$ cat config.mk
export PLATFORM = sky130hd
export DESIGN_NAME = bin2bcd_seq
export DESIGN_NICKNAME = d
export VERILOG_FILES = /design/src/rtl/bin2bcd_pkg.sv /design/src/rtl/bcd_adjust_digit.sv /design/src/rtl/bin2bcd_seq.sv
export SDC_FILE = /design/constraint.sdc
export NUM_CORES = 1
export LEC_CHECK = 0
export ABC_AREA = 0
export CAP_MARGIN = 20
export CORE_MARGIN = 4
export CORE_UTILIZATION = 35
export DETAILED_ROUTE_END_ITERATION = 8
export GPL_TIMING_DRIVEN = 1
export PLACE_DENSITY = 0.61
export SLEW_MARGIN = 20
export SYNTH_ARGS = -nofsm -noshare
export SYNTH_HDL_FRONTEND = slang
export SYNTH_HIERARCHICAL = 1
export SYNTH_SLANG_ARGS = --single-unit
$ cat constraint.sdc
create_clock -name clk -period 3.7 [get_ports clk]
set_input_delay 1.11 -clock clk [delete_from_list [all_inputs] [get_ports clk]]
set_output_delay 1.11 -clock clk [all_outputs]
set_load 0.05 [all_outputs]
$ cat src/rtl/bin2bcd_pkg.sv
// Shared types and helpers for the sequential binary-to-BCD converter.
// Optional leading-zero blanking output is enabled by BIN2BCD_BLANK_EN.
package bin2bcd_pkg;

  typedef enum logic [1:0] {
    IDLE  = 2'd0,
    SHIFT = 2'd1,
    DONE  = 2'd2
  } state_e;

  localparam int BCD_DIGIT_W = 4;

  // Decimal digits needed to hold 2**width-1.
  function automatic int min_digits(input int width);
    longint v;
    int     d;
    v = (longint'(1) << width) - 1;
    d = 1;
    v = v / 10;
    while (v > 0) begin
      v = v / 10;
      d = d + 1;
    end
    return d;
  endfunction

endpackage

$ cat src/rtl/bcd_adjust_digit.sv
// Double-dabble correction for one BCD digit: add 3 when the digit is >= 5.
// Purely combinational; one instance per output digit.
module bcd_adjust_digit (
  input  logic [3:0] d_i,
  output logic [3:0] d_o
);

  assign d_o = (d_i >= 4'd5) ? d_i + 4'd3 : d_i;

endmodule

$ cat src/rtl/bin2bcd_seq.sv
// Sequential shift-and-add-3 binary-to-BCD converter, one bit per clock.
// Define BIN2BCD_BLANK_EN to add the out_blank leading-zero mask output.
module bin2bcd_seq
  import bin2bcd_pkg::*;
#(
  parameter int WIDTH  = 6,
  parameter int DIGITS = 2
) (
  input  logic                          clk,
  input  logic                          rst,
  input  logic                          in_valid,
  output logic                          in_ready,
  input  logic [WIDTH-1:0]              in_bin,
  output logic                          out_valid,
  input  logic                          out_ready,
  output logic [BCD_DIGIT_W*DIGITS-1:0] out_bcd,
  output logic                          busy
`ifdef BIN2BCD_BLANK_EN
  ,
  output logic [DIGITS-1:0]             out_blank
`endif
);

  localparam int BW = BCD_DIGIT_W * DIGITS;
  localparam int CW = $clog2(WIDTH + 1);

  if (DIGITS < min_digits(WIDTH)) begin : g_digits_chk
    $fatal(1, "bin2bcd_seq: DIGITS too small for WIDTH");
  end

  state_e          state_q, state_d;
  logic [CW-1:0]   cnt_q, cnt_d;
  logic [WIDTH-1:0] bin_q, bin_d;
  logic [BW-1:0]   bcd_q, bcd_d;
  logic [BW-1:0]   adj;

  for (genvar g = 0; g < DIGITS; g++) begin : g_adj
    bcd_adjust_digit u_adj (
      .d_i (bcd_q[g*BCD_DIGIT_W +: BCD_DIGIT_W]),
      .d_o (adj[g*BCD_DIGIT_W +: BCD_DIGIT_W])
    );
  end

  always_comb begin
    state_d = state_q;
    cnt_d   = cnt_q;
    bin_d   = bin_q;
    bcd_d   = bcd_q;
    unique case (state_q)
      IDLE: begin
        if (in_valid) begin
          bin_d   = in_bin;
          bcd_d   = '0;
          cnt_d   = CW'(WIDTH);
          state_d = SHIFT;
        end
      end
      SHIFT: begin
        // {adjusted BCD, bin} shifted left by one, bin MSB enters BCD LSB
        bcd_d = BW'(adj << 1) | BW'(bin_q[WIDTH-1]);
        bin_d = WIDTH'(bin_q << 1);
        cnt_d = cnt_q - CW'(1);
        if (cnt_q == CW'(1)) state_d = DONE;
      end
      DONE: begin
        if (out_ready) state_d = IDLE;
      end
      default: state_d = IDLE;
    endcase
  end

  always_ff @(posedge clk) begin
    if (rst) begin
      state_q <= IDLE;
      cnt_q   <= '0;
      bin_q   <= '0;
      bcd_q   <= '0;
    end else begin
      state_q <= state_d;
      cnt_q   <= cnt_d;
      bin_q   <= bin_d;
      bcd_q   <= bcd_d;
    end
  end

`ifdef BIN2BCD_BLANK_EN
  logic [DIGITS-1:0] blank_q, blank_d;
  logic              zero_above;

  always_comb begin
    blank_d    = blank_q;
    zero_above = 1'b1;
    if (state_q == SHIFT && cnt_q == CW'(1)) begin
      for (int i = DIGITS - 1; i >= 0; i--) begin
        zero_above = zero_above &&
                     (bcd_d[i*BCD_DIGIT_W +: BCD_DIGIT_W] == '0);
        blank_d[i] = zero_above;
      end
      blank_d[0] = 1'b0;
    end
  end

  always_ff @(posedge clk) begin
    if (rst) blank_q <= '0;
    else     blank_q <= blank_d;
  end

  assign out_blank = blank_q;
`endif

  assign in_ready  = (state_q == IDLE);
  assign busy      = (state_q == SHIFT);
  assign out_valid = (state_q == DONE);
  assign out_bcd   = bcd_q;

endmodule

# [Word-level counts from Yosys, hierarchy flattened]
# Cells that the tools add are included.
[totals] reg_bits=19 out_inout_bits=11 wordCells=32
[op_classes] n_addsub=3 n_lt_le_gt_ge=2 n_eq_ne=6 muxes=12 n_bitwise=1 n_reduce_logical=4
[op_table] op="case mux 8 bit (2 select lines)" count=1
[op_table] op="case mux 6 bit (2 select lines)" count=1
[op_table] op="greater-or-equal comparator 4 x 3 -> 1 bit, second input constant" count=2
[op_table] op="two-way mux 8 bit" count=1
[op_table] op="bitwise OR 8 x 1 -> 8 bit" count=1
[op_table] op="two-way mux 2 bit" count=3
[op_table] op="two-way mux 3 bit" count=2
[op_table] op="two-way mux 6 bit" count=1
[op_table] op="case mux 2 bit (3 select lines)" count=1
[op_table] op="case mux 3 bit (2 select lines)" count=1
[op_table] op="adder 4 x 2 -> 4 bit, second input constant" count=1
[op_table] op="two-way mux 4 bit" count=1
[op_table] op="inequality test 2 x 1 -> 1 bit, second input constant" count=2
[op_table] op="adder 3 x 2 -> 3 bit, second input constant" count=1
[op_table] op="equality test 3 x 1 -> 1 bit, second input constant" count=1
[op_table] op="AND reduction 3 bit" count=1
[op_table] op="subtractor 3 x 1 -> 3 bit, second input constant" count=1
[op_table] op="equality test 2 x 1 -> 1 bit, second input constant" count=1
[op_table] op="equality test 2 bit, second input constant" count=1
[op_table] op="zero test 2 bit" count=1
[op_table] op="inequality test 2 bit, second input constant" count=1
[op_table] op="AND reduction 2 bit" count=1
[op_table] op="nonzero test 2 bit" count=1

# [Logic depth before layout (Yosys ltp)]
[depth] word_depth=4 depth_mapped=7 mapped_depth_nobuf=7

# [Modules after synthesis]
# The synthesis kept the hierarchy.
[modules_own_cells] mod="bin2bcd_seq" n_inst=1 cells_per_inst=86 area_per_inst_um2=779.5
[modules_own_cells] mod="bcd_adjust_digit" n_inst=2 cells_per_inst=16 area_per_inst_um2=101.3

# [Least setup slack after synthesis]
# OpenSTA, ideal clock, no wires.
[synth_path] path_type="flip-flop to output port" start="reg state_q[0]" end="out out_valid" t_arrival_ns=1.166 required_ns=2.590 path_slack_ns=1.424 path_stages_with_launch=3 n_path_buf=1 cell_sequence="dfxtp_1 > buf_4 > nor2b_1"
[synth_between] elab_chain_cells=1
[synth_rtl] item="from (decl)" line="bin2bcd_seq.sv:31" text="state_e state_q, state_d;"
[synth_rtl] item="from (signal assigned)" line="bin2bcd_seq.sv:79" text="state_q <= state_d;"
[synth_rtl] item="equality test 2 bit" line="bin2bcd_seq.sv:113" text="assign out_valid = (state_q == DONE);"
[synth_rtl] item="to (decl)" line="bin2bcd_seq.sv:14" text="output logic out_valid,"
# No other way between the ends.

# [Worst setup path after layout]
[layout_path] start="reg state_q[0]" end="out busy"
[layout_between] elab_chain_cells=1
[layout_rtl] item="equality test 2 x 1 -> 1 bit" line="bin2bcd_seq.sv:112" text="assign busy = (state_q == SHIFT);"
[layout_rtl] item="to (decl)" line="bin2bcd_seq.sv:17" text="output logic busy"
# No other way between the ends.

==> impl_metrics.json <==
{
  "setup_viol": 0,
  "crit_chain": "nand2b_4 > inv_2 > clkdlybuf4s50_1",
  "grt.overflow.total": 0,
  "start_util_pct": 37.8,
  "avgViaCountPerCell": 4.96,
  "cts_inserted_buffers": 3,
  "holdPathEnd": "bin_q[0]",
  "dp_cells": 160,
  "place.gp.congestion": 0.749,
  "fin_worst_skew_ps": 4.67,
  "pin_count": 21,
  "first_global_vias": 775,
  "tightest_slew_ps": 717,
  "hp-start": "bin_q[0]",
  "crit_buf_inv": 2,
  "cp-start-kind": "flip-flop",
  "regToRegSetupSlack_ps": 2260,
  "status": "finished clean",
  "synth_area_um2": 962,
  "cp_data_required_time_ps": 2590,
  "vias": 814,
  "critical-path-max-stage-delay_ps": 840,
  "netlist_instances": 114,
  "postCtsResizedCells": 0,
  "finalCritPeriodShare_pct": 83.5,
  "drive_gt1_share_pct": 8.21,
  "yosys_warnings": 6,
  "die_h_um": 60.4,
  "total_power_uw": 406,
  "tns_ps": 0,
  "synth.net_count": 130,
  "r2r_start": "out_bcd[1]",
  "cts_max_level": 1,
  "r2r_cells": 7,
  "drt_iter0_markers": 38,
  "arrival_ps": 1980,
  "irDropWorstVdd_v": 0.000219,
  "num_antenna_cells": 0,
  "r2r-end": "out_bcd[2]",
  "coreArea_um2": 2540,
  "p_per_area_nw_per_um2": 338,
  "nNetsFinal": 151,
  "port-buffer-count": 20,
  "slew_headroom_pct": 52.0,
  "avgSynthCellArea_um2": 8.44,
  "crit_path_end_kind": "primary output",
  "stdcell_area_um2": 1200,
  "clock-root-buffer": "clkbuf_4",
  "fin_hold_ws_ps": 486,
  "hold_path_class": "flip-flop to flip-flop",
  "critPathSlowestCell": "clkdlybuf4s50_1",
  "crit_cells": 3,
  "grt_max_degree": 20,
  "finalNonFillerCells": 164,
  "fin_crit_ps": 3090,
  "placed_area_um2": 1170,
  "clock.fmax_ghz": 0.324,
  "criticalPathCategory": "flip-flop to primary output",
  "postCtsSetupBuffers": 0,
  "maxCapViolCount": 0,
  "grt_use_total_pct": 11.7,
  "clock_latency_ps": 290,
  "crit_family": "buffers and inverters",
  "grt_pass1_wl_um": 3260,
  "wire_per_inst_um": 11.0,
  "antenna_left": 0,
  "leakage_nw": 0.481,
  "clk_pin_slew_ps": 110,
  "cts_buffer_depth": 2,
  "dpl_worst_slack_ps": 931,
  "crit_fanout": 11,
  "drcViolationCount": 0,
  "wl_um": 1800,
  "cts_hold_buf": 0,
  "final_util_pct": 47.1,
  "hpwl_um": 1290,
  "holdPathStages": 2,
  "cts_tree": "done",
  "hold_violations": 0,
  "rsz0062_at_grt": "no",
  "antenna_found_initial": 0,
  "rows": 18,
  "finalMaxSlewViolations": 0,
  "clock-sinks": 19,
  "dieArea_um2": 3650,
  "dr.pass1.iters": 4,
  "fp.dieW_um": 60.4,
  "fin_ws_ps": 610,
  "area_delta_synth_final_pct": 24.6
}
## registers in the layout, indices dropped and copies added (netlist names)
register	count
out_bcd	8
bin_q	6
cnt_q	3
state_q	2
## routing by layer
metal  up-vias  GRT usage, %  part of all wire (%)
met5         -             0                     0
met4         0          6.50                   1.6
met3         4          2.13                   6.1
met2        17          18.8                    43
met1       360          14.8                    49
li1        433             -                     -
## worst min-delay path: stages (launching register included)
cell and delay [ps]:
dfxtp_1 340, nand2_1 60, a21oi_1 50
## report_power, final
part           leakage (nW)  switching, mW  internal [mW]
Clock                0.0150         0.0613         0.0419
Combinational         0.311         0.0437         0.0334
Sequential            0.156        0.00889          0.216
## area by class of cell
class                           instances  area [µm²]
Fill cell                             258        1350
Multi-Input combinational cell         81         513
Sequential cell                        19         380
Timing Repair Buffer                   21         208
Tap cell                               30        37.5
Inverter                                9        33.8
Clock buffer                            4        26.3
## worst max path at each step
stage,startpoint,end,slack (ps)
4_1_cts,state_q[0],busy,580
5_1_grt,state_q[0],busy,500
6_report,state_q[0],busy,610
3_3_place_gp,state_q[0],busy,950
2_1_floorplan,state_q[0],out_valid,1420
3_5_place_dp,state_q[0],busy,930
## cells in the final DEF, fill, tap and decap left out, types with 3 or more instances in the layout
| master | n |
|---|---|
| nor4_1 | 5 |
| dfxtp_1 | 19 |
| nand2b_1 | 3 |
| a22oi_1 | 8 |
| nand2_1 | 8 |
| clkdlybuf4s50_1 | 20 |
| clkbuf_4 | 3 |
| inv_1 | 8 |
| nor2_1 | 29 |
| ha_1 | 6 |
No activity file was read; power rests on OpenSTA's default activity.
